--- config.mk ---
export PLATFORM = sky130hd
export DESIGN_NAME = cycle_report_tx
export DESIGN_NICKNAME = d
export VERILOG_FILES = /design/src/rtl/cycle_report_tx.sv
export SDC_FILE = /design/constraint.sdc
export NUM_CORES = 1
export LEC_CHECK = 0
export CAP_MARGIN = 20
export CORE_ASPECT_RATIO = 1.5
export CORE_MARGIN = 4
export CORE_UTILIZATION = 50
export CTS_CLUSTER_SIZE = 14
export DETAILED_ROUTE_END_ITERATION = 7
export PLACE_DENSITY_LB_ADDON = 0.3
export SLEW_MARGIN = 25
export SYNTH_ARGS = -nofsm -noshare
export SYNTH_HDL_FRONTEND = slang
export SYNTH_SLANG_ARGS = --single-unit
--- constraint.sdc ---
create_clock -name clk -period 6.8 [get_ports clk]
set_input_delay 0.68 -clock clk [delete_from_list [all_inputs] [get_ports clk]]
set_output_delay 0.68 -clock clk [all_outputs]
set_load 0.01 [all_outputs]
--- src/rtl/cycle_report_tx.sv ---
// Cycle-count reporter: sends a latched 32-bit count as 8 uppercase hex ASCII digits
// plus CR LF over a UART 8N1 line. One report per accepted start pulse.
module cycle_report_tx #(
    parameter int CLKS_PER_BIT = 868
) (
    input  logic        clk,
    input  logic        rst,
    input  logic        start,
    input  logic [31:0] count_in,
    output logic        tx,
    output logic        busy,
    output logic        done
);

    localparam int TW = (CLKS_PER_BIT > 1) ? $clog2(CLKS_PER_BIT) : 1;
    localparam logic [TW-1:0] TIMER_RELOAD = TW'(CLKS_PER_BIT - 1);
    localparam logic [3:0]    LAST_BYTE    = 4'd9;

    typedef enum logic [2:0] {
        IDLE,
        START_BIT,
        DATA_BITS,
        STOP_BIT,
        DONE
    } state_t;

    state_t        state, state_next;
    logic [31:0]   shadow, shadow_next;
    logic [3:0]    byte_idx, byte_idx_next;
    logic [2:0]    bit_idx, bit_idx_next;
    logic [TW-1:0] timer, timer_next;
    logic [7:0]    shift, shift_next;
    logic          tx_next, busy_next, done_next;

    logic [31:0]   enc_src;
    logic [3:0]    enc_idx;
    logic [3:0]    enc_nib;
    logic [7:0]    enc_byte;

    function automatic logic [7:0] hex_ascii(input logic [3:0] n);
        logic [7:0] r;
        if (n < 4'd10) r = 8'h30 + {4'h0, n};
        else           r = 8'h37 + {4'h0, n};
        return r;
    endfunction

    // The shift register is loaded as START_BIT is entered; from IDLE the shadow
    // register is being written on the same edge, so encode straight from count_in.
    always_comb begin
        enc_src = shadow;
        enc_idx = byte_idx + 4'd1;
        if (state == IDLE) begin
            enc_src = count_in;
            enc_idx = 4'd0;
        end
        enc_nib = 4'h0;
        case (enc_idx[2:0])
            3'd0: enc_nib = enc_src[31:28];
            3'd1: enc_nib = enc_src[27:24];
            3'd2: enc_nib = enc_src[23:20];
            3'd3: enc_nib = enc_src[19:16];
            3'd4: enc_nib = enc_src[15:12];
            3'd5: enc_nib = enc_src[11:8];
            3'd6: enc_nib = enc_src[7:4];
            3'd7: enc_nib = enc_src[3:0];
            default: enc_nib = 4'h0;
        endcase
        if (enc_idx == 4'd8)      enc_byte = 8'h0D;
        else if (enc_idx == 4'd9) enc_byte = 8'h0A;
        else                      enc_byte = hex_ascii(enc_nib);
    end

    // Next-state and registered-output logic; tx/busy/done are registered so the
    // line never glitches between bytes or reports.
    always_comb begin
        state_next    = state;
        shadow_next   = shadow;
        byte_idx_next = byte_idx;
        bit_idx_next  = bit_idx;
        timer_next    = timer;
        shift_next    = shift;
        tx_next       = tx;
        busy_next     = busy;
        done_next     = 1'b0;

        case (state)
            IDLE: begin
                tx_next   = 1'b1;
                busy_next = 1'b0;
                if (start) begin
                    shadow_next   = count_in;
                    byte_idx_next = 4'd0;
                    shift_next    = enc_byte;
                    timer_next    = TIMER_RELOAD;
                    tx_next       = 1'b0;
                    busy_next     = 1'b1;
                    state_next    = START_BIT;
                end
            end

            START_BIT: begin
                if (timer == '0) begin
                    timer_next   = TIMER_RELOAD;
                    bit_idx_next = 3'd0;
                    tx_next      = shift[0];
                    shift_next   = {1'b0, shift[7:1]};
                    state_next   = DATA_BITS;
                end else begin
                    timer_next = timer - TW'(1);
                end
            end

            DATA_BITS: begin
                if (timer == '0) begin
                    timer_next = TIMER_RELOAD;
                    if (bit_idx == 3'd7) begin
                        tx_next    = 1'b1;
                        state_next = STOP_BIT;
                    end else begin
                        bit_idx_next = bit_idx + 3'd1;
                        tx_next      = shift[0];
                        shift_next   = {1'b0, shift[7:1]};
                    end
                end else begin
                    timer_next = timer - TW'(1);
                end
            end

            STOP_BIT: begin
                if (timer == '0) begin
                    if (byte_idx < LAST_BYTE) begin
                        byte_idx_next = byte_idx + 4'd1;
                        shift_next    = enc_byte;
                        timer_next    = TIMER_RELOAD;
                        tx_next       = 1'b0;
                        state_next    = START_BIT;
                    end else begin
                        tx_next    = 1'b1;
                        busy_next  = 1'b0;
                        done_next  = 1'b1;
                        state_next = DONE;
                    end
                end else begin
                    timer_next = timer - TW'(1);
                end
            end

            DONE: begin
                tx_next    = 1'b1;
                busy_next  = 1'b0;
                state_next = IDLE;
            end

            default: begin
                tx_next    = 1'b1;
                busy_next  = 1'b0;
                state_next = IDLE;
            end
        endcase
    end

    always_ff @(posedge clk) begin
        if (rst) begin
            state    <= IDLE;
            shadow   <= 32'h0;
            byte_idx <= 4'd0;
            bit_idx  <= 3'd0;
            timer    <= '0;
            shift    <= 8'h0;
            tx       <= 1'b1;
            busy     <= 1'b0;
            done     <= 1'b0;
        end else begin
            state    <= state_next;
            shadow   <= shadow_next;
            byte_idx <= byte_idx_next;
            bit_idx  <= bit_idx_next;
            timer    <= timer_next;
            shift    <= shift_next;
            tx       <= tx_next;
            busy     <= busy_next;
            done     <= done_next;
        end
    end

endmodule

==> impl_metrics.tcl, run 1 <==
set metrics [dict create \
    syn_nets 447 \
    syn_inst 406 \
    die_x_um 72.3 \
    reg2reg_from "byte_idx[0]$_SDFFE_PP0P_" \
    whs_ns 0.453 \
    cp.arrival_ns 3.69 \
    ys.flop_type "dfxtp_1" \
    holdPathEnd "shadow[13]$_SDFFE_PP0P_" \
    diodes 0 \
    rsz0062_at_grt "no" \
    syn2layout_area_growth_pct 18.4 \
    tightest_slew_ns 0.770 \
    dieArea_sq_um 7540 \
    cp_num_buf_inv 3 \
    die-height_um 104 \
    synth_area_per_cell_sq_um 7.63 \
    reg2reg_depth 12 \
    ys_warn_count 0 \
    viasPerCell 5.67 \
    cts_root_buf "clkbuf_8" \
    synth_top_area_frac 0.401 \
    regToRegEndpoint "shift[2]$_SDFFE_PP0P_" \
    hold_viol_final 0 \
    min_period_ns 3.43 \
    layout.nets 473 \
    grt_pass1_vias 2762 \
    post-place-cells 493 \
    outcome "completed" \
    post_cts_resized 0 \
    maxCapViolations 0 \
    hold_path.class "flop to flop" \
    finalWirelength_mm 7.19 \
    start_util 0.524 \
    grt_pass1_wl_mm 12.1 \
    grt_util_all_layers 0.202 \
    antenna_found_initial 0 \
    async_flop_share 0 \
    crit_path_max_incr_delay_ns 0.59 \
    core_sq_um 5910 \
    startpoint_type "flop" \
    slowest_stage "ha_1" \
    synth_cell_types 52 \
    drtIter0Drc 127 \
    hp-start "shadow[13]$_SDFFE_PP0P_" \
    yosysSeqAreaShare 0.401 \
    end_kind "flop" \
    ys_ff_latch 62 \
    met1_usage 0.211 \
    power_uw 1030 \
    cts_tree "done" \
    grt_max_degree 68 \
    skew_ns 0.00874 \
    required_ns 7.06 \
    cp_cell_sequence "clkinv_1, ha_1, inv_1, o221ai_1, o211ai_1, o31a_1, inv_1, ha_1, nor3b_1, nand4_1, o311a_1, o32ai_1" \
    drc 0 \
    final_antenna_net_count 0 \
    relSlewSlack 0.483 \
    p_leak_uw 0.00137 \
    critPathTopFamily "compound AO/OA/AOI/OAI gates" \
    slew_violations 0 \
    setup_violations 0 \
    wire_per_inst_um 14.1 \
    clk_pin_slew_ns 0.07 \
    drive_above_1_share 0.0686 \
    hold_path_depth 2 \
    num_io_pins 38 \
    setup_tns_ns 0 \
    timing.fmax_mhz 292 \
    num_rows 34 \
    rrSetupSlack_ns 3.37 \
    post-cts-setup-buffers 0 \
    cts_buffers 9 \
    htree_levels 3 \
    synth_area_leader_cell "dfxtp_1" \
    fin_crit_sh 0.504 \
    ctsHoldBuffers 0 \
    dp_hpwl_mm 5.12 \
    power_density_nw_per_um2 280 \
    ctsLongestPathBuffers 2 \
    grt_use_met2 0.344 \
    portBuffers 37 \
    grt_busiest_layer "met2" \
    drt_first_pass_iters 4 \
    ir_drop_uv 178 \
    layout.cells.non_filler 509 \
    grt_overflow 0 \
    globalplace.congestion 0.914 \
    vias 2886 \
    netlist_area_sq_um 3100 \
    crit_path_max_fanout 13 \
    clock-sinks 62 \
    path_class "flop to flop" \
    clk_latency_ns 0.35 \
    met3_usage 0.0580 \
    synthTopCellsByArea "dfxtp_1, nand2_1, a21oi_1" \
    synth_edf_count 0 \
]
[report_power, final]
| group | total [uW] | leakage, uW | internal [uW] | switching [uW] |
|---|---|---|---|---|
| combinational | 270 | 0.000763 | 113 | 158 |
| clock | 314 | 0.0000948 | 166 | 148 |
| sequential | 442 | 0.000509 | 407 | 34.8 |
| total | 1030 | 0.00137 | 686 | 341 |
[synthesized netlist by cell type (4+ instances only)]
library cell / number
inv_1: 13
o31a_1: 4
nand2_1: 90
dfxtp_1: 62
a21oi_1: 55
nor2_1: 40
a311oi_1: 4
ha_1: 6
clkbuf_1: 21
a211oi_1: 5
nor3_1: 17
or3_1: 6
o21ai_0: 11
nand2b_1: 6
nand3_1: 10
[metal layers]
layer	vias up	wire length [um]
li1	1473	-
met1	1324	2950
met2	65	3670
met3	24	246
met4	0	325
met5	-	0
[placed cells by master (no fill, tap or decap), drive strengths merged, types with 4 or more instances in the layout]
master,synthesis,layout
o21ai,12,12
clkbuf,21,9
a21oi,55,55
inv,13,13
nor2,41,41
ha,6,6
nand2,90,90
clkinv,1,5
nand2b,6,6
or3,6,6
a211oi,5,5
nor3,17,17
nand3,10,10
o31a,4,4
dfxtp,62,62
a311oi,5,5
clkdlybuf4s50,0,36
[state kept, by name (all words and copies together), names as in the netlist]
register / count
byte_idx: 4
tx: 1
bit_idx: 3
state: 3
timer: 10
shadow: 32
done: 1
shift: 7
busy: 1
[how the worst max path moves through the flow]
stage,from,to,slack [ns],depth (start not counted)
after global routing,byte_idx[0]$_SDFFE_PP0P_,shift[2]$_SDFFE_PP0P_,2.99,12
after CTS,byte_idx[0]$_SDFFE_PP0P_,shift[2]$_SDFFE_PP0P_,3.38,12
final,byte_idx[0]$_SDFFE_PP0P_,shift[2]$_SDFFE_PP0P_,3.37,12
after floorplan,byte_idx[0]$_SDFFE_PP0P_,shift[2]$_SDFFE_PP0P_,4.19,11
after global placement,byte_idx[0]$_SDFFE_PP0P_,shift[2]$_SDFFE_PP0P_,3.57,12
after detailed placement,byte_idx[0]$_SDFFE_PP0P_,shift[2]$_SDFFE_PP0P_,3.41,12
[logic make-up (layout without fill, tap and decap cells)]
group           Yosys count  after routing  share of synthesized area
fa+ha+maj                 6              6                     0.0242
mux                       6              6                     0.0315
xor+xnor                  4              4                     0.0174
flops                    62             62                      0.401
simple gates            187            187                      0.268
compound gates          104            104                      0.212
buf+inv                  37             68                     0.0457
[metrics by stage]
step	cell area [sq um]	utilization	setup slack, ns
after floorplan	3100	-	4.19
after global placement	3470	0.587	3.57
after detailed placement	3470	0.587	3.41
after CTS	3660	0.619	3.38
after global routing	3670	0.620	2.99
final	3670	0.620	3.37
[tightest hold or removal path, stage by stage, from the launching register on]
cell and delay, ns:
dfxtp_1 0.31, nand2_1 0.05, a21oi_1 0.05
[cell type report]
class	count	area [sq um]
Clock buffer	9	124
Clock inverter	7	65.1
Fill cell	534	2250
Inverter	14	52.6
Multi-Input combinational cell	307	1720
Sequential cell	62	1240
Tap cell	72	90.1
Timing Repair Buffer	38	373
Power figures use the tool's default switching activity.
==> run 2, diff against run 1 <==
- clock period: 6.8 -> 3.24 ns (I/O delays scaled with it)
==> impl_metrics.tcl, run 2 (same netlist as run 1, synthesis figures left out) <==
set metrics [dict create \
    antenna_found_initial 0 \
    grt_max_degree 43 \
    power_uw 2070 \
    crit_path_max_incr_delay_ns 0.56 \
    cts_root_buf "clkbuf_8" \
    reg2reg_from "byte_idx[0]$_SDFFE_PP0P_" \
    grt_pass1_wl_mm 12.7 \
    holdPathEnd "shadow[13]$_SDFFE_PP0P_" \
    regToRegEndpoint "shift[2]$_SDFFE_PP0P_" \
    final_common_cell "nand2_1" \
    drtIter0Drc 249 \
    dieArea_sq_um 7540 \
    critPathTopFamily "simple AND/OR/NAND/NOR gates" \
    required_ns 3.48 \
    path_class "flop to flop" \
    maxCapViolations 0 \
    cp.arrival_ns 3.17 \
    viasPerCell 5.64 \
    dp_hpwl_mm 5.28 \
    final_antenna_net_count 0 \
    ctsLongestPathBuffers 2 \
    syn2layout_area_growth_pct 18.6 \
    slowest_stage "mux4_2" \
    setup_violations 0 \
    end_kind "flop" \
    setup_ws_ns 0.304 \
    relSlewSlack 0.505 \
    clock-sinks 62 \
    reg2reg_depth 11 \
    num_io_pins 38 \
    htree_levels 3 \
    fill_cells 546 \
    globalplace.congestion 0.904 \
    cp_num_buf_inv 1 \
    hold_viol_final 0 \
    diodes 0 \
    dpl_cell_area_sq_um 3510 \
    p_leak_uw 0.00138 \
    met2_wirelength_mm 3.89 \
    crit_path_max_fanout 10 \
    grt_util_all_layers 0.212 \
    top_register "shadow" \
    rsz0062_at_grt "no" \
    num_rows 34 \
    power_density_nw_per_um2 564 \
    drive_above_1_share 0.0682 \
    setup_tns_ns 0 \
    drc 0 \
    regArea_sq_um 1240 \
    skew_ns 0.00938 \
    wl_met1_mm 2.95 \
    die_x_um 72.3 \
    rrSetupSlack_ns 0.30 \
    place_ws_ns 0.209 \
    layout.nets 478 \
    clk_latency_ns 0.34 \
    start_util 0.524 \
    vias 2890 \
    startpoint_type "flop" \
    drt_first_pass_iters 5 \
    timing.fmax_mhz 341 \
    cts_buffers 9 \
    hold_path.class "flop to flop" \
    cp_cell_sequence "ha_1, xor2_4, mux4_2, nand3_1, nand3_1, inv_1, ha_1, nor3b_1, nand4_1, o311a_1, o32ai_1" \
    top_layer_used "met4" \
    cts_tree "done" \
    largest_reg_flops 32 \
    fin_crit_sh 0.906 \
    top_regs "shadow (32), timer (10), shift (7)" \
    wire_per_inst_um 14.3 \
    mostFrequentLayoutCells "nand2_1, dfxtp_1, a21oi_1" \
    tightest_slew_ns 0.736 \
    finalWirelength_mm 7.32 \
    ir_drop_uv 288 \
    grt_overflow 0 \
    portBuffers 37 \
    dr_wl_met3_um 280 \
    outcome "completed" \
    post-cts-setup-buffers 0 \
    min_period_ns 2.94 \
    hp-start "shadow[13]$_SDFFE_PP0P_" \
    hold_path_depth 2 \
    die-height_um 104 \
    grt_pass1_vias 2810 \
    core_sq_um 5910 \
    design_area_sq_um 3670 \
    multi_input_area_sq_um 1720 \
    clk_pin_slew_ns 0.06 \
    slew_violations 0 \
]
-- run 2: cell count changes in the layout (fill, tap and decap cells not counted), moves of 2 or more --
| cell | before | now |
|---|---|---|
| buf_4 | 1 | 6 |
| clkbuf_1 | 0 | 2 |
| clkinv_2 | 4 | 2 |
| clkinvlp_4 | 2 | 0 |
-- run 2: per-stage QoR --
step           utilization  std cells  hold slack (ns)
2_1_floorplan            -        406            0.432
3_3_place_gp         0.593        498            0.444
3_5_place_dp         0.593        498            0.448
4_1_cts              0.620        512            0.455
5_1_grt              0.621        512            0.481
6_report             0.621        512            0.456
-- run 2: timing repair --
| action | 4_1_cts | 5_1_grt |
|---|---|---|
| hold buffers | 0 | 0 |
| setup endpoints to repair | 0 | 1 |
| resized for setup | 0 | 2 |
-- run 2: where the power goes --
group | total [uW] | switching [uW] | internal, uW
Sequential | 929 | 74.1 | 855
Combinational | 580 | 336 | 244
Clock | 562 | 274 | 288
-- run 2: worst reg2reg max path, cell delays in order (launching register included) --
cell and delay, ns:
dfxtp_1 0.45, ha_1 0.40, xor2_4 0.34, mux4_2 0.56, nand3_1 0.09, nand3_1 0.10
inv_1 0.09, ha_1 0.16, nor3b_1 0.25, nand4_1 0.13, o311a_1 0.15, o32ai_1 0.12
-- run 2: per-layer routing --
| metal | global-route usage | vias to the layer above |
|---|---|---|
| met4 | 0.103 | 0 |
| met2 | 0.370 | 64 |
| met3 | 0.0464 | 17 |
| li1 | - | 1482 |
| met1 | 0.234 | 1327 |
| met5 | 0 | - |
-- run 2: area by class of cell --
cell class,count,share of cell area
repair buffers,43,0.112
clock buffers,12,0.0395
inverters,14,0.0143
clock inverters,2,0.00272
flip-flops and latches,62,0.338
well taps,72,0.0245
multi-input cells,307,0.469
-- run 2: how the worst max path moves through the flow --
stage,slack (ns),depth (start not counted),start,end
3_5_place_dp,0.21,11,byte_idx[0]$_SDFFE_PP0P_,shift[2]$_SDFFE_PP0P_
5_1_grt,0.04,11,byte_idx[0]$_SDFFE_PP0P_,shift[2]$_SDFFE_PP0P_
2_1_floorplan,0.63,11,byte_idx[0]$_SDFFE_PP0P_,shift[2]$_SDFFE_PP0P_
6_report,0.30,11,byte_idx[0]$_SDFFE_PP0P_,shift[2]$_SDFFE_PP0P_
3_3_place_gp,0.33,11,byte_idx[0]$_SDFFE_PP0P_,shift[2]$_SDFFE_PP0P_
4_1_cts,0.19,11,byte_idx[0]$_SDFFE_PP0P_,shift[2]$_SDFFE_PP0P_
